File: config.mk
export PLATFORM = sky130hd
export DESIGN_NAME = veririsc_mem_responder
export DESIGN_NICKNAME = d
export VERILOG_FILES = /design/src/rtl/veririsc_pkg.sv /design/src/rtl/veririsc_ram.sv /design/src/rtl/veririsc_mem_responder.sv
export SDC_FILE = /design/constraint.sdc
export NUM_CORES = 1
export LEC_CHECK = 0
export ABC_CLOCK_PERIOD_IN_PS = 5000
export CORE_UTILIZATION = 55
export CTS_CLUSTER_DIAMETER = 200
export DETAILED_ROUTE_END_ITERATION = 8
export PLACE_DENSITY = 0.74
export SETUP_SLACK_MARGIN = 0.4
export SLEW_MARGIN = 40
export SYNTH_ARGS = -nofsm -noshare
export SYNTH_HDL_FRONTEND = slang
export SYNTH_SLANG_ARGS = --single-unit
export TNS_END_PERCENT = 100
File: constraint.sdc
create_clock -name clk -period 5 [get_ports clk]
set_input_delay 0.75 -clock clk [delete_from_list [all_inputs] [get_ports clk]]
set_output_delay 0.75 -clock clk [all_outputs]
set_load 0.005 [all_outputs]
File: src/rtl/veririsc_pkg.sv
// Shared definitions for the VeriRISC memory responder slice:
// opcodes, responder state encoding and wait-state limits.
package veririsc_pkg;

    localparam logic [2:0] OP_HLT = 3'b000;
    localparam logic [2:0] OP_SKZ = 3'b001;
    localparam logic [2:0] OP_ADD = 3'b010;
    localparam logic [2:0] OP_AND = 3'b011;
    localparam logic [2:0] OP_XOR = 3'b100;
    localparam logic [2:0] OP_LDA = 3'b101;
    localparam logic [2:0] OP_STO = 3'b110;
    localparam logic [2:0] OP_JMP = 3'b111;

    typedef enum logic [1:0] {
        ST_IDLE    = 2'd0,
        ST_WAIT    = 2'd1,
        ST_RD_HOLD = 2'd2,
        ST_WR_DONE = 2'd3
    } resp_state_e;

    localparam int WAIT_MIN = 1;
    localparam int WAIT_MAX = 15;

    // Out-of-range latencies are pulled into the legal window.
    function automatic int wait_clamp(input int w);
        if (w < WAIT_MIN) return WAIT_MIN;
        if (w > WAIT_MAX) return WAIT_MAX;
        return w;
    endfunction

endpackage

File: src/rtl/veririsc_ram.sv
// Synchronous single-port RAM: registered read, write on we.
// Read data reflects the address presented at the previous edge.
module veririsc_ram #(
    parameter int AW = 5,
    parameter int W  = 8
) (
    input  logic          clk,
    input  logic          we,
    input  logic [AW-1:0] addr,
    input  logic [W-1:0]  din,
    output logic [W-1:0]  dout
);

    logic [W-1:0] mem [0:(1<<AW)-1];

    // Write port and registered read port share one address.
    always_ff @(posedge clk) begin
        if (we) mem[addr] <= din;
        dout <= mem[addr];
    end

endmodule

File: src/rtl/veririsc_mem_responder.sv
// Memory-side responder for the VeriRISC controller bus.
// Optional PARITY_EN: stores an even-parity bit per word, adds par_inj.
module veririsc_mem_responder
    import veririsc_pkg::*;
#(
    parameter int AW       = 5,
    parameter int DW       = 8,
    parameter int WAIT_CYC = 1
) (
    input  logic          clk,
    input  logic          rst,
    input  logic          mem_rd,
    input  logic          mem_wr,
    input  logic [AW-1:0] addr,
    input  logic [DW-1:0] wdata,
`ifdef PARITY_EN
    input  logic          par_inj,
`endif
    output logic [DW-1:0] rdata,
    output logic          ready,
    output logic          busy,
    output logic          err
);

`ifdef PARITY_EN
    localparam int RW = DW + 1;
`else
    localparam int RW = DW;
`endif
    localparam logic [3:0] CNT_INIT = 4'(wait_clamp(WAIT_CYC) - 1);

    resp_state_e   state_q, state_d;
    logic [3:0]    cnt_q, cnt_d;
    logic [AW-1:0] addr_q, addr_d;
    logic          dir_q, dir_d;
    logic [DW-1:0] rdata_q, rdata_d;
    logic          ready_q, ready_d;
    logic          busy_q, busy_d;
    logic          err_q, err_d;

    logic          ram_we;
    logic [RW-1:0] ram_din;
    logic [RW-1:0] ram_dout;
    logic          par_bad;
    logic          req_held;

    // Parity generation on write and checking on read.
`ifdef PARITY_EN
    assign ram_din = {(^wdata) ^ par_inj, wdata};
    assign par_bad = ^ram_dout;
`else
    assign ram_din = wdata;
    assign par_bad = 1'b0;
`endif

    assign req_held = dir_q ? mem_wr : mem_rd;

    veririsc_ram #(
        .AW (AW),
        .W  (RW)
    ) u_ram (
        .clk  (clk),
        .we   (ram_we),
        .addr (addr),
        .din  (ram_din),
        .dout (ram_dout)
    );

    // Next-state and registered-output logic for the responder FSM.
    always_comb begin
        state_d = state_q;
        cnt_d   = cnt_q;
        addr_d  = addr_q;
        dir_d   = dir_q;
        rdata_d = rdata_q;
        ready_d = 1'b0;
        busy_d  = busy_q;
        err_d   = 1'b0;
        ram_we  = 1'b0;
        unique case (state_q)
            ST_IDLE: begin
                if (mem_rd && mem_wr) begin
                    err_d = 1'b1;
                end else if (mem_rd || mem_wr) begin
                    addr_d  = addr;
                    dir_d   = mem_wr;
                    cnt_d   = CNT_INIT;
                    busy_d  = 1'b1;
                    state_d = ST_WAIT;
                end
            end
            ST_WAIT: begin
                if (!req_held) begin
                    busy_d  = 1'b0;
                    state_d = ST_IDLE;
                end else if (cnt_q == 4'd0) begin
                    busy_d  = 1'b0;
                    ready_d = 1'b1;
                    if (dir_q) begin
                        ram_we  = 1'b1;
                        state_d = ST_WR_DONE;
                    end else begin
                        rdata_d = ram_dout[DW-1:0];
                        err_d   = par_bad;
                        state_d = ST_RD_HOLD;
                    end
                end else begin
                    cnt_d = cnt_q - 4'd1;
                end
            end
            ST_RD_HOLD: begin
                if (mem_wr) begin
                    err_d   = 1'b1;
                    state_d = ST_IDLE;
                end else if (!mem_rd) begin
                    state_d = ST_IDLE;
                end else if (addr != addr_q) begin
                    addr_d  = addr;
                    dir_d   = 1'b0;
                    cnt_d   = CNT_INIT;
                    busy_d  = 1'b1;
                    state_d = ST_WAIT;
                end else begin
                    ready_d = 1'b1;
                end
            end
            ST_WR_DONE: begin
                if (!mem_wr) state_d = ST_IDLE;
            end
        endcase
    end

    // State and output registers with synchronous active-low reset.
    always_ff @(posedge clk) begin
        if (!rst) begin
            state_q <= ST_IDLE;
            cnt_q   <= 4'd0;
            addr_q  <= '0;
            dir_q   <= 1'b0;
            rdata_q <= '0;
            ready_q <= 1'b0;
            busy_q  <= 1'b0;
            err_q   <= 1'b0;
        end else begin
            state_q <= state_d;
            cnt_q   <= cnt_d;
            addr_q  <= addr_d;
            dir_q   <= dir_d;
            rdata_q <= rdata_d;
            ready_q <= ready_d;
            busy_q  <= busy_d;
            err_q   <= err_d;
        end
    end

    assign rdata = rdata_q;
    assign ready = ready_q;
    assign busy  = busy_q;
    assign err   = err_q;

endmodule

==> key figures <==
Timing
  • Fmax achieved: around 0.34 GHz
  • Slew Viols, Final: 0
  • Final setup fails: 0
  • Final period util: 0.582
  • Worst slew margin: 0.416
  • Fin. Hold Viols: 0
  • Clock skew: 12.1 ps
  • Fin crit period: ~2900 ps
  • Setup ws final: between 2000 and 2500 ps
  • RSZ-0062 raised after global routing: no
  • TNS Setup: 0 ps
  • Actual slew at the worst max-slew pin: roughly 870 ps

Die
  • Die ar.: about 21000 um2
  • Chip width: around 150 um
  • Io pins: 28
  • Initial core utilization: 0.561
  • Core area: between 20000 and 25000 um2
  • Row count: 52
  • Die Y: 145 um

Setup path
  • Worst flop-to-flop path endpoint: u_ram.mem[31][2]$_DFFE_PP_
  • Slowest CP cell: nor2_1
  • Slowest stage delay, CP: 820 ps
  • Element type at the critical path end: register
  • Startpoint Class: register
  • WP buf/inv: 1
  • Arr. time, crit path: 3070 ps
  • Critical path type: register to register
  • Worst path top cell family by delay: simple AND/OR/NAND/NOR gates
  • Max FO, Critical Path: 8
  • Critical path required time: just over 5000 ps
  • Crit path from: cnt_q[0]$_SDFFE_PN0P_
  • Reg-to-reg critical path startpoint: cnt_q[0]$_SDFFE_PN0P_
  • CP Cell Sequence: inv_1, ha_1, nor3b_2, nand4_1, nor2_1
  • R2R setup slack: ~2100 ps
  • Reg2reg path depth: 5

Synthesis
  • Sequential fraction of the synthesis area: 0.735
  • Post-Synthesis Cells: ~590
  • Synthesized area per cell: roughly 19 um2
  • Flops & latches, synth: roughly 290
  • Top_reg_cell synth: edfxtp_1
  • Syn nets: roughly 600
  • Asr flop ratio synth: 0
  • Syn Std Cell Area: 11300 um2
  • Post-synth EDFFs: roughly 260
  • Yosys cell types: 44
  • Yosys warns: 0

Clocking
  • Clk root buf: clkbuf_16
  • Hold Buf Count CTS: 0
  • CTS tree: yes
  • CTS Buf Count: 28
  • Clock tree buffer depth: 3
  • Post-cts sizing count: 0
  • Post-CTS Setup Repair Bufs: 0
  • CTS H-Tree Depth: 1
  • Clock sink total: 287
  • Worst skew pair latency: between 500 and 600 ps
  • Register clock-pin slew on the reported worst setup and hold paths: ~60 ps

Cells and area
  • Layout cell share with drive strength beyond 1: 0.210
  • Most common cell after layout, fill and taps aside: edfxtp_1
  • Nets: about 650
  • Util after Layout: 0.632
  • Diodes inserted: 0
  • Most frequent cells in the layout: edfxtp_1, mux4_2, nor2_1
  • Synth-to-Final Area Change: 12.7%

Drt
  • Post-DRT Antenna Nets: 0
  • First-pass iteration count of the detailed router: 6
  • Drt drc: 0
  • Vias: roughly 5700
  • Initial DRC Count: 457
  • Via density: 6.19
  • Routed wire length per instance: roughly 25 um
  • Final WL: between 20000 and 25000 um

Global route
  • First-pass GRT wire length: between 30000 and 40000 um
  • Total grt overflow: 0
  • Initial antenna violation count: 0
  • Largest net degree at the start of global routing: between 50 and 60
  • Tot GR Track Use: 0.227
  • Vias in the first global route: 5822

Worst hold path
  • Hold_sp: addr_q[1]$_SDFFE_PN0P_
  • Hold EP: addr_q[1]$_SDFFE_PN0P_
  • HP Class: register to register
  • Hold path depth: 2

Placement
  • Place WS: 1390 ps
  • Dpl hpwl: approximately 14000 um
  • Gpl congestion: a little over 0.9
  • Port bufs: 27

Power and ir drop
  • P_leak: between 3 and 4 nW
  • Power density cells: about 400 nW/um2
  • Peak VDD IR: around 0.0003 V

Status
  • Outcome: complete, no violations

Flow run
  • Max-cap viol count: 0
[worst reg2reg max path, delay by kind of cell, from the launching register on]
family	cells	cell delay, ps
and+or+nand+nor	3	1950
DFF	1	320
adders and majority gates	1	150
buffers and inverters	1	100
[cells by family after synthesis]
group | Yosys count | synth area share
mux | 76 | 0.138
xor+xnor | 5 | 0.00387
compound gates | 53 | 0.0383
simple gates | 126 | 0.0581
flops | 287 | 0.735
fa+ha+maj | 7 | 0.00774
buf+inv | 39 | 0.0193
[sequential cells by signal (all words and copies together) (netlist names), 2 cells and up]
register and count:
addr_q 5, u_ram.mem 256, cnt_q 4, rdata 8, state_q 2, u_ram.dout 8
[cells in the mapped netlist, types with 2 or more instances]
cell,instances,share of area
or3b_2,2,0.0015
nand3_1,9,0.0040
a21oi_1,4,0.0018
mux4_2,64,0.13
nor2_1,40,0.013
nor2b_1,12,0.0066
and3_1,2,0.0011
nor3b_2,4,0.0044
or3_1,4,0.0022
dfxtp_1,31,0.055
nand4_1,10,0.0055
nand3b_1,2,0.0013
mux2i_1,11,0.0097
ha_1,7,0.0077
buf_4,4,0.0027
a21boi_1,5,0.0033
a22oi_1,24,0.016
buf_1,3,0.0010
o211ai_2,2,0.0022
buf_12,2,0.0035
nand2_1,25,0.0083
o22ai_1,4,0.0022
a22oi_2,8,0.0089
nand4b_1,3,0.0023
xnor2_1,5,0.0039
buf_2,13,0.0058
clkbuf_1,10,0.0033
nand2b_1,4,0.0022
nor3_1,3,0.0013
inv_1,6,0.0020
edfxtp_1,256,0.68
or2_2,2,0.0011
[stage by stage]
stage | hold slack [ps] | cell area, um2 | cells | total power [W]
3_5_place_dp | 471 | 11800 | 867 | 0.00299
5_1_grt | 504 | 12700 | 918 | 0.00525
2_1_floorplan | 455 | 11300 | 593 | 0.00288
3_3_place_gp | 465 | 11800 | 867 | 0.00298
6_report | 476 | 12700 | 918 | 0.00510
4_1_cts | 479 | 12700 | 918 | 0.00513
[worst max path at each step]
| stage | end | slack, ps | depth (start not counted) |
|---|---|---|---|
| floorplan | u_ram.mem[7][0]$_DFFE_PP_ | 2580 | 4 |
| global placement | u_ram.mem[13][7]$_DFFE_PP_ | 1540 | 4 |
| detailed placement | u_ram.mem[25][7]$_DFFE_PP_ | 1390 | 4 |
| CTS | u_ram.mem[25][0]$_DFFE_PP_ | 1910 | 4 |
| global route | u_ram.mem[31][6]$_DFFE_PP_ | 1850 | 5 |
| finish | u_ram.mem[31][2]$_DFFE_PP_ | 2090 | 5 |
[layout make-up]
class	count	area (um2)
fillers	1353	7430
inverters	6	22.5
clock buffers	33	741
clock inverters	18	213
flip-flops and latches	287	8310
repair buffers	37	337
multi-input cells	267	2780
well taps	270	338
[where the power goes]
part	total (W)	switching (W)	internal, W
Sequential	0.00265	0.0000144	0.00263
Clock	0.00216	0.000849	0.00131
Combinational	0.000292	0.000169	0.000124
[per-layer routing]
metal,vias to the layer above,track usage,share of wire
met4,0,0.0674,0.024
met5,-,0,0
met3,40,0.0442,0.076
li1,2462,-,-
met2,255,0.370,0.49
met1,2929,0.316,0.41
(Power assumes the default switching activity.)
